<file path="config.mk">
export PLATFORM = sky130hd
export DESIGN_NAME = zigbee_mux_host_flat
export DESIGN_NICKNAME = d
export VERILOG_FILES = /design/src/rtl/zigbee_mux_pkg.sv /design/src/rtl/zigbee_mux_host_if.sv /design/src/rtl/zigbee_sync2.sv /design/src/rtl/zigbee_mux_host.sv /design/src/flat_wrapper.sv
export SDC_FILE = /design/constraint.sdc
export NUM_CORES = 1
export LEC_CHECK = 0
export CORE_AREA = 5 5 101 103
export CTS_BUF_LIST = sky130_fd_sc_hd__clkbuf_2
export DETAILED_ROUTE_END_ITERATION = 10
export DIE_AREA = 0 0 106 108
export PLACE_DENSITY = 0.78
export SLEW_MARGIN = 5
export SYNTH_ARGS = -nofsm -noshare
export SYNTH_HDL_FRONTEND = slang
export SYNTH_SLANG_ARGS = --single-unit
</file>
<file path="constraint.sdc">
create_clock -name clk_i -period 1.8 [get_ports clk_i]
set_clock_uncertainty 0.05 [all_clocks]
set_input_delay 0.36 -clock clk_i [delete_from_list [all_inputs] [get_ports clk_i]]
set_output_delay 0.36 -clock clk_i [all_outputs]
set_load 0.02 [all_outputs]
</file>
<file path="src/rtl/zigbee_mux_pkg.sv">
// Shared definitions for the zigbee multiplexed test-pin host driver.
// Holds the default bus widths, the FSM state type and the vector typedefs
// used by the interface, the driver and its bench.
package zigbee_mux_pkg;

  localparam int unsigned IN_W_DEF  = 22;
  localparam int unsigned OUT_W_DEF = 18;
  localparam int unsigned SEL_W_DEF = 2;

  typedef enum logic [2:0] {
    StIdle,
    StSettle,
    StSamp1,
    StSamp2,
    StResp
  } state_e;

  typedef logic [IN_W_DEF-1:0]  in_vec_t;
  typedef logic [OUT_W_DEF-1:0] out_vec_t;
  typedef logic [SEL_W_DEF-1:0] sel_vec_t;

endpackage

</file>
<file path="src/rtl/zigbee_mux_host_if.sv">
// Request/response handshake bundle for zigbee_mux_host.
//   master : request producer / response consumer (tester software side)
//   slave  : the pin driver itself
// req_* : valid/ready request (rd flag, select, data to drive)
// rsp_* : valid/ready response for reads (captured data, select, error)
interface zigbee_mux_host_if
  import zigbee_mux_pkg::*;
#(
  parameter int unsigned IN_W  = IN_W_DEF,
  parameter int unsigned OUT_W = OUT_W_DEF,
  parameter int unsigned SEL_W = SEL_W_DEF
);

  logic             req_valid;
  logic             req_ready;
  logic             req_rd;
  logic [SEL_W-1:0] req_sel;
  logic [IN_W-1:0]  req_data;
  logic             rsp_valid;
  logic             rsp_ready;
  logic [OUT_W-1:0] rsp_data;
  logic [SEL_W-1:0] rsp_sel;
  logic             rsp_err;

  modport master (
    output req_valid, req_rd, req_sel, req_data, rsp_ready,
    input  req_ready, rsp_valid, rsp_data, rsp_sel, rsp_err
  );

  modport slave (
    input  req_valid, req_rd, req_sel, req_data, rsp_ready,
    output req_ready, rsp_valid, rsp_data, rsp_sel, rsp_err
  );

endinterface

</file>
<file path="src/rtl/zigbee_sync2.sv">
// Two-flop synchroniser for a bus arriving asynchronously to i_clk.
// Ports:
//   i_clk    : destination clock
//   i_resetn : synchronous active-low reset, clears both stages to 0
//   i_d      : asynchronous input bus
//   o_q      : synchronised bus, two cycles of latency
module zigbee_sync2 #(
  parameter int unsigned WIDTH = 1
) (
  input  logic             i_clk,
  input  logic             i_resetn,
  input  logic [WIDTH-1:0] i_d,
  output logic [WIDTH-1:0] o_q
);

  logic [WIDTH-1:0] r_meta;
  logic [WIDTH-1:0] r_sync;

  always_ff @(posedge i_clk) begin
    if (!i_resetn) begin
      r_meta <= '0;
      r_sync <= '0;
    end else begin
      r_meta <= i_d;
      r_sync <= r_meta;
    end
  end

  assign o_q = r_sync;

endmodule

</file>
<file path="src/rtl/zigbee_mux_host.sv">
// Host-side driver for the zigbee multiplexed test pins.
// Each accepted request drives sel/in onto the pads, holds them for SETTLE_CYC
// cycles and, for reads, double-samples the synchronised out bus, retrying up
// to MAX_RETRY times on disagreement before returning the value with an error.
// Ports:
//   clk_i     : single clock
//   resetn_i  : synchronous active-low reset; aborts any transaction
//   bus       : request/response handshake (slave modport)
//   pad_sel_o : registered select to chip sel pins
//   pad_in_o  : registered data to chip in pins
//   pad_out_i : chip out pins, asynchronous to clk_i
//   busy_o    : high whenever a transaction is in flight
module zigbee_mux_host
  import zigbee_mux_pkg::*;
#(
  parameter int unsigned IN_W       = IN_W_DEF,
  parameter int unsigned OUT_W      = OUT_W_DEF,
  parameter int unsigned SEL_W      = SEL_W_DEF,
  parameter int unsigned SETTLE_CYC = 4,
  parameter int unsigned MAX_RETRY  = 3
) (
  input  logic                 clk_i,
  input  logic                 resetn_i,
  zigbee_mux_host_if.slave     bus,
  output logic [SEL_W-1:0]     pad_sel_o,
  output logic [IN_W-1:0]      pad_in_o,
  input  logic [OUT_W-1:0]     pad_out_i,
  output logic                 busy_o
);

  // Widths sized so the loaded values fit exactly; floor of 1 bit keeps
  // degenerate parameter choices legal.
  localparam int unsigned CntW   = (SETTLE_CYC + 1 > 2) ? $clog2(SETTLE_CYC + 1) : 1;
  localparam int unsigned RetryW = (MAX_RETRY + 1 > 2) ? $clog2(MAX_RETRY + 1) : 1;
  localparam logic [CntW-1:0]   CntLoad  = CntW'(SETTLE_CYC - 1);
  localparam logic [RetryW-1:0] RetryMax = RetryW'(MAX_RETRY);

  state_e            r_state;
  logic [CntW-1:0]   r_cnt;
  logic [RetryW-1:0] r_retry;
  logic              r_rd;
  logic [SEL_W-1:0]  r_pad_sel;
  logic [IN_W-1:0]   r_pad_in;
  logic [OUT_W-1:0]  r_s1;
  logic              r_req_ready;
  logic              r_busy;
  logic              r_rsp_valid;
  logic [OUT_W-1:0]  r_rsp_data;
  logic [SEL_W-1:0]  r_rsp_sel;
  logic              r_rsp_err;
  logic [OUT_W-1:0]  w_out_sync;

  zigbee_sync2 #(
    .WIDTH (OUT_W)
  ) u_out_sync (
    .i_clk    (clk_i),
    .i_resetn (resetn_i),
    .i_d      (pad_out_i),
    .o_q      (w_out_sync)
  );

  always_ff @(posedge clk_i) begin
    if (!resetn_i) begin
      r_state     <= StIdle;
      r_cnt       <= '0;
      r_retry     <= '0;
      r_rd        <= 1'b0;
      r_pad_sel   <= '0;
      r_pad_in    <= '0;
      r_s1        <= '0;
      r_req_ready <= 1'b1;
      r_busy      <= 1'b0;
      r_rsp_valid <= 1'b0;
      r_rsp_data  <= '0;
      r_rsp_sel   <= '0;
      r_rsp_err   <= 1'b0;
    end else begin
      unique case (r_state)
        StIdle: begin
          if (bus.req_valid && r_req_ready) begin
            r_pad_sel   <= bus.req_sel;
            r_pad_in    <= bus.req_data;
            r_rd        <= bus.req_rd;
            r_cnt       <= CntLoad;
            r_retry     <= '0;
            r_req_ready <= 1'b0;
            r_busy      <= 1'b1;
            r_state     <= StSettle;
          end
        end
        StSettle: begin
          if (r_cnt == '0) begin
            if (r_rd) begin
              r_state <= StSamp1;
            end else begin
              r_req_ready <= 1'b1;
              r_busy      <= 1'b0;
              r_state     <= StIdle;
            end
          end else begin
            r_cnt <= r_cnt - 1'b1;
          end
        end
        StSamp1: begin
          r_s1    <= w_out_sync;
          r_state <= StSamp2;
        end
        StSamp2: begin
          // Two consecutive equal samples mean the pads have settled.
          if (w_out_sync == r_s1) begin
            r_rsp_data  <= r_s1;
            r_rsp_sel   <= r_pad_sel;
            r_rsp_err   <= 1'b0;
            r_rsp_valid <= 1'b1;
            r_state     <= StResp;
          end else if (r_retry < RetryMax) begin
            r_retry <= r_retry + 1'b1;
            r_cnt   <= CntLoad;
            r_state <= StSettle;
          end else begin
            r_rsp_data  <= w_out_sync;
            r_rsp_sel   <= r_pad_sel;
            r_rsp_err   <= 1'b1;
            r_rsp_valid <= 1'b1;
            r_state     <= StResp;
          end
        end
        StResp: begin
          if (bus.rsp_ready) begin
            r_rsp_valid <= 1'b0;
            r_req_ready <= 1'b1;
            r_busy      <= 1'b0;
            r_state     <= StIdle;
          end
        end
        default: begin
          r_req_ready <= 1'b1;
          r_busy      <= 1'b0;
          r_rsp_valid <= 1'b0;
          r_state     <= StIdle;
        end
      endcase
    end
  end

  assign bus.req_ready = r_req_ready;
  assign bus.rsp_valid = r_rsp_valid;
  assign bus.rsp_data  = r_rsp_data;
  assign bus.rsp_sel   = r_rsp_sel;
  assign bus.rsp_err   = r_rsp_err;
  assign pad_sel_o     = r_pad_sel;
  assign pad_in_o      = r_pad_in;
  assign busy_o        = r_busy;

endmodule

</file>
<file path="src/flat_wrapper.sv">
// flat-port wrapper written by rule: the top's interface ports become plain ports
module zigbee_mux_host_flat import zigbee_mux_pkg::*;
#(
  parameter int unsigned IN_W       = IN_W_DEF,
  parameter int unsigned OUT_W      = OUT_W_DEF,
  parameter int unsigned SEL_W      = SEL_W_DEF,
  parameter int unsigned SETTLE_CYC = 4,
  parameter int unsigned MAX_RETRY  = 3
)
  (clk_i, resetn_i, pad_sel_o, pad_in_o, pad_out_i, busy_o, bus_req_valid, bus_req_rd, bus_req_sel, bus_req_data, bus_rsp_ready, bus_req_ready, bus_rsp_valid, bus_rsp_data, bus_rsp_sel, bus_rsp_err);
  zigbee_mux_host_if #(.IN_W(IN_W), .OUT_W(OUT_W), .SEL_W(SEL_W)) bus_i ();
  input  logic clk_i;
  input  logic resetn_i;
  output logic [SEL_W-1:0] pad_sel_o;
  output logic [IN_W-1:0] pad_in_o;
  input  logic [OUT_W-1:0] pad_out_i;
  output logic busy_o;
  input wire logic [$bits(bus_i.req_valid)-1:0] bus_req_valid;
  input wire logic [$bits(bus_i.req_rd)-1:0] bus_req_rd;
  input wire logic [$bits(bus_i.req_sel)-1:0] bus_req_sel;
  input wire logic [$bits(bus_i.req_data)-1:0] bus_req_data;
  input wire logic [$bits(bus_i.rsp_ready)-1:0] bus_rsp_ready;
  output wire logic [$bits(bus_i.req_ready)-1:0] bus_req_ready;
  output wire logic [$bits(bus_i.rsp_valid)-1:0] bus_rsp_valid;
  output wire logic [$bits(bus_i.rsp_data)-1:0] bus_rsp_data;
  output wire logic [$bits(bus_i.rsp_sel)-1:0] bus_rsp_sel;
  output wire logic [$bits(bus_i.rsp_err)-1:0] bus_rsp_err;
  assign bus_i.req_valid = bus_req_valid;
  assign bus_i.req_rd = bus_req_rd;
  assign bus_i.req_sel = bus_req_sel;
  assign bus_i.req_data = bus_req_data;
  assign bus_i.rsp_ready = bus_rsp_ready;
  assign bus_req_ready = bus_i.req_ready;
  assign bus_rsp_valid = bus_i.rsp_valid;
  assign bus_rsp_data = bus_i.rsp_data;
  assign bus_rsp_sel = bus_i.rsp_sel;
  assign bus_rsp_err = bus_i.rsp_err;
  zigbee_mux_host #(.IN_W(IN_W), .OUT_W(OUT_W), .SEL_W(SEL_W), .SETTLE_CYC(SETTLE_CYC), .MAX_RETRY(MAX_RETRY)) u_core (.clk_i(clk_i), .resetn_i(resetn_i), .bus(bus_i), .pad_sel_o(pad_sel_o), .pad_in_o(pad_in_o), .pad_out_i(pad_out_i), .busy_o(busy_o));
endmodule
</file>
==> After elaboration in Yosys (flattened, before gate mapping) <==
Index checks and enable logic that the tools add are counted.
{ "totals": {"out_inout_bits": 48, "elab_cells": 82, "register_bits": 111, "input_bits": 47} }
{ "op_classes": {"n_mux": 34, "eq_ne": 14, "n_addsub": 2, "reduce_logical": 14, "n_bitwise": 2, "magnitude_cmp": 1} }
{ "op_table": {"columns": ["cell", "count"], "rows": [
  ["$mux 18", 2],
  ["$mux 3", 9],
  ["$eq 18x18->1", 1],
  ["$pmux 3 s5", 1],
  ["$mux 2", 6],
  ["$mux 1", 11],
  ["$reduce_and 5->1", 2],
  ["$pmux 3 s3", 1],
  ["$ne 2x1->1 const B", 4],
  ["$ne 2x2->1 const B", 4],
  ["$pmux 1 s4", 2],
  ["$eq 3x2->1 const B", 2],
  ["$logic_not 3->1", 2],
  ["$reduce_and 3->1", 2],
  ["$pmux 2 s2", 1],
  ["$reduce_and 2->1", 2],
  ["$reduce_and 4->1", 1],
  ["$eq 3x1->1 const B", 1],
  ["$eq 3x3->1 const B", 1],
  ["$ne 3x2->1 const B", 1],
  ["$pmux 1 s3", 1],
  ["$reduce_bool 3->1", 1],
  ["$reduce_or 3->1", 1],
  ["$sub 3x1->3 const B", 1],
  ["6 further kinds", 7]
]} }

==> Logic depth before layout (Yosys ltp) <==
{ "logic_depth": {"ltp_word": 4, "ltp_mapped": 7} }

==> Cells and area by module <==
From an unflattened synthesis, not the netlist that was laid out.
{ "hier_totals": {"cells_unflattened": 455, "area_unflattened_um2": 4136.5} }
{ "by_module_without_submodules": {"columns": ["mod", "seq_area_each_um2", "area_each_um2", "n_inst", "cells_per_inst"], "rows": [
  ["zigbee_mux_host", 1501.4, 3130.5, 1, 380],
  ["zigbee_sync2", 720.7, 1006.0, 1, 75]
]} }

==> Worst setup path before layout <==
OpenSTA, ideal clock, no wires.
{ "synth_timing": {"kind": "reg2reg", "from": "register u_core.r_req_ready, in the netlist u_core.bus.req_ready", "to": "register u_core.r_retry[0]", "synth_period_minus_slack_ns": 1.741, "arrival_time_ns": 1.571, "path_buffers": 2, "required_ns": 1.629, "path_stages_with_launch": 7, "path_slack_ns": 0.059, "cell_sequence": "dfxtp_1 nand2_1 or4_1 clkbuf_1 clkbuf_1 nand3_1 mux2i_1"} }
{ "synth_via": {"elab_chain_len": 3} }
{ "synth_rtl": {"columns": ["element", "line", "text"], "rows": [
  ["start, declared", "zigbee_mux_host.sv:45", "logic r_req_ready;"],
  ["start signal, assigned", "zigbee_mux_host.sv:71", "r_req_ready <= 1'b1;"],
  ["start signal, assigned", "zigbee_mux_host.sv:86", "r_req_ready <= 1'b0;"],
  ["start signal, assigned", "zigbee_mux_host.sv:96", "r_req_ready <= 1'b1;"],
  ["$logic_and 1x1->1", "zigbee_mux_host.sv:80", "if (bus.req_valid && r_req_ready) begin"],
  ["$ne 2x1->1 (no source line)", null, null],
  ["$reduce_and 4->1 (no source line)", null, null],
  ["end signal, assigned", "zigbee_mux_host.sv:117", "r_retry <= r_retry + 1'b1;"],
  ["end, declared", "zigbee_mux_host.sv:40", "logic [RetryW-1:0] r_retry;"]
]} }
No other way between the ends.
A chain may end at the register's enable or synchronous reset.

==> Worst setup path after layout <==
{ "layout_timing": {"from": "register u_core.r_s1[17]", "to": "register u_core.r_rsp_data[9], in the netlist u_core.bus.rsp_data[9]"} }
{ "layout_via": {"elab_chain_len": 3, "word_cells_on_any_way": 4} }
{ "layout_rtl": {"columns": ["element", "line", "text"], "rows": [
  ["start, declared", "zigbee_mux_host.sv:44", "logic [OUT_W-1:0] r_s1;"],
  ["start signal, assigned", "zigbee_mux_host.sv:105", "r_s1 <= w_out_sync;"],
  ["$eq 18x18->1 (*)", "zigbee_mux_host.sv:110", "if (w_out_sync == r_s1) begin"],
  ["$ne 2x1->1 (no source line)", null, null],
  ["$reduce_and 2->1 (no source line)", null, null],
  ["end signal, assigned", "zigbee_mux_host.sv:111", "r_rsp_data <= r_s1;"],
  ["end signal, assigned", "zigbee_mux_host.sv:121", "r_rsp_data <= w_out_sync;"],
  ["end, declared", "zigbee_mux_host.sv:48", "logic [OUT_W-1:0] r_rsp_data;"]
]} }
Every way passes the cells marked *; elsewhere a longest branch is shown, timed or not.

==> results.ini <==
[clock_network]
clock-sinks = 111
clkTransAtPathRegs_ns = 0.30
clockBufferDepth = 2
cts_tree = built
cts_root_buf = clkbuf_2
htree_levels = 3
clk_latency_ns = 0.57
numCtsBuffers = 9

[floorplan]
fp.dieW_um = 106
die_height_um = 108
rows = 35
dieArea_mm2 = 0.0114
start_util_pct = 46.6
io_pins = 95
design.core.area_mm2 = 0.00911

[layout]
finish.utilization_pct = 61.8
layout.nets = 611
fin_area_mm2 = 0.00563
antenna_cells = 0
layout-drive-gt1-share_pct = 13.8
area_delta_synth_final_pct = 32.7

[placed_design]
port_buffers = 94
gp_congestion = 0.830
place_hpwl_um = 6250
placed_cell_area_mm2 = 0.00542

[synth]
ys_async_sr_fraction_pct = 0
synth_warnings = 0
yosysUniqueCellTypes = 45
synth.net_count = 501
syn_area_mm2 = 0.00424
synth_edf_count = 0
synth_cells = 451
synth-seq-area-share_pct = 52.4
syn_avg_cell_area_um2 = 9.40
ys.flop_type = dfxtp_1
ys_seq_elements = 111

[drt]
vias = 3278
detail_route.wl_per_cell_um = 13.2
final_antenna_net_count = 0
drtIter0Drc = 189
vias_per_cell = 4.84
drc = 0
dr.pass1.iters = 5
wl_um = 8960

[setup_path]
path_max_fanout = 6
worstPathArrival_ns = 2.30
path_class = register to register
cp.required_ns = 2.24
end_kind = register
start_kind = register

[power_and_ir_drop]
finalPower_mw = 4.34
power_leakage_nw = 2.29
power_density_mw_per_mm2 = 771
max-vdd-ir-drop_mv = 0.352

[global_routing]
grt_pass1_vias = 3160
grt_max_degree = 72
grt_usage_pct = 15.7
grt_antenna_before_repair = 0
grt-ovfl-total = 0
grt_pass1_wl_um = 14800

[run_status]
violations = negative setup slack
status = finished, violations left

[sta]
relSlewSlack_pct = 79.7
tns_ns = -0.440
layout_setup_ws_ns = -0.0628
post-route-period-util_pct = 103
finalHoldViolations = 0
fmax_ghz = 0.537
rsz0062_at_grt = yes
final.min_clock_period_ns = 1.86
setup_viol = 20
tightest_slew_ns = 0.302
slew_violations = 0

[run]
maxCapViolCount = 0

[worst_hold_path]
min_path_type = input port to register

## state kept, by name (all words and copies together) (netlist names), 2 cells and up
name                      flops
u_core.pad_in_o              22
u_core.bus.rsp_data          18
u_core.r_s1                  18
u_core.u_out_sync.o_q        18
u_core.u_out_sync.r_meta     18
u_core.r_cnt                  3
u_core.r_state                3
u_core.bus.rsp_sel            2
u_core.pad_sel_o              2
u_core.r_retry                2
## per-layer routing
metal	up-vias	share of wire, %	global-route usage, %
li1	1689	-	-
met5	-	0	0
met4	0	1.2	4.44
met1	1474	46	20.8
met2	105	46	25.2
met3	10	6.9	4.42
## layout make-up
class,instances,area [µm²]
flip-flops and latches,111,2230
repair buffers,126,1240
fillers,781,3480
clock buffers,9,45.0
well taps,111,139
multi-input cells,307,1900
clock inverters,7,47.5
inverters,6,23.8
## worst paths after layout
kind | start | endpoint | slack (ns) | depth (start not counted)
worst max-delay path | u_core.r_s1[17]$_SDFFE_PN0P_ | u_core.bus.rsp_data[9]$_SDFFE_PN0P_ | -0.06 | 8
worst min-delay path | bus_req_data[6] | u_core.pad_in_o[6]$_SDFFE_PN0P_ | 0.23 | 3
worst max register to register | u_core.r_s1[17]$_SDFFE_PN0P_ | u_core.bus.rsp_data[9]$_SDFFE_PN0P_ | -0.06 | 8
worst min register to register | u_core.pad_in_o[15]$_SDFFE_PN0P_ | u_core.pad_in_o[15]$_SDFFE_PN0P_ | 0.42 | 2
## cells in the final DEF, fill, tap and decap left out, types with 6 or more instances in the layout
cell type	instances
a21boi_0	15
a21boi_1	29
and2_1	37
buf_4	22
clkbuf_2	13
clkdlybuf4s15_1	22
clkdlybuf4s50_1	45
dfxtp_1	102
dfxtp_2	9
dlygate4sd2_1	22
mux2i_1	22
nand2_1	132
xnor2_1	6
xor2_1	11
## logic make-up after synthesis
family          after synthesis  share of synthesized area [%]
compound gates               66                           11.6
simple gates                198                           22.3
mux                          22                           5.19
flops                       111                           52.4
buf+inv                      33                           3.89
fa+ha+maj                     3                          0.885
xor+xnor                     18                           3.72
## power by group
group / internal [mW] / switching (mW)
Combinational: 0.353 / 0.353
Clock: 0.189 / 0.802
Sequential: 2.58 / 0.0611
Total: 3.12 / 1.22
## Yosys cell counts, drive strengths merged (2+ instances only)
cell | number | share of area, %
clkbuf | 22 | 1.9
and2 | 37 | 5.5
nor3 | 4 | 0.59
nand2 | 132 | 12
buf | 5 | 1.4
nor2 | 3 | 0.27
o21ai | 3 | 0.35
nand4 | 2 | 0.29
inv | 5 | 0.44
a21boi | 44 | 7.8
xnor2 | 6 | 1.2
mux2i | 22 | 5.2
xor2 | 12 | 2.5
ha | 3 | 0.89
nand2b | 2 | 0.29
o22ai | 3 | 0.77
nor2b | 3 | 0.44
nand3 | 6 | 0.94
nor4 | 4 | 1.4
a21oi | 5 | 0.59
o211a | 2 | 0.47
o21a | 3 | 0.53
dfxtp | 111 | 52
## stage by stage
step / std cells / hold slack [ns] / setup slack [ns]
after floorplan: 451 / 0.362 / 0.0586
after global placement: 653 / 0.365 / -0.0679
after detailed placement: 653 / 0.368 / -0.112
after CTS: 671 / 0.208 / -0.110
after global routing: 677 / 0.199 / -0.180
final: 677 / 0.232 / -0.0628
## timing repair
item,CTS,global route
hold buffers,1,0
gates cloned,0,2
setup endpoints to repair,73,56
hold endpoints to repair,1,0
pin swaps,2,11
resized for setup,52,48
setup buffers,1,4
## critical path, stage by stage, from the launching register on
cell	delay, ns
dfxtp_2	0.39
xor2_1	0.16
nor4_2	0.35
nand3_2	0.13
buf_6	0.15
o22ai_4	0.11
buf_6	0.15
buf_12	0.12
mux2i_1	0.19
(Power assumes the default switching activity.)
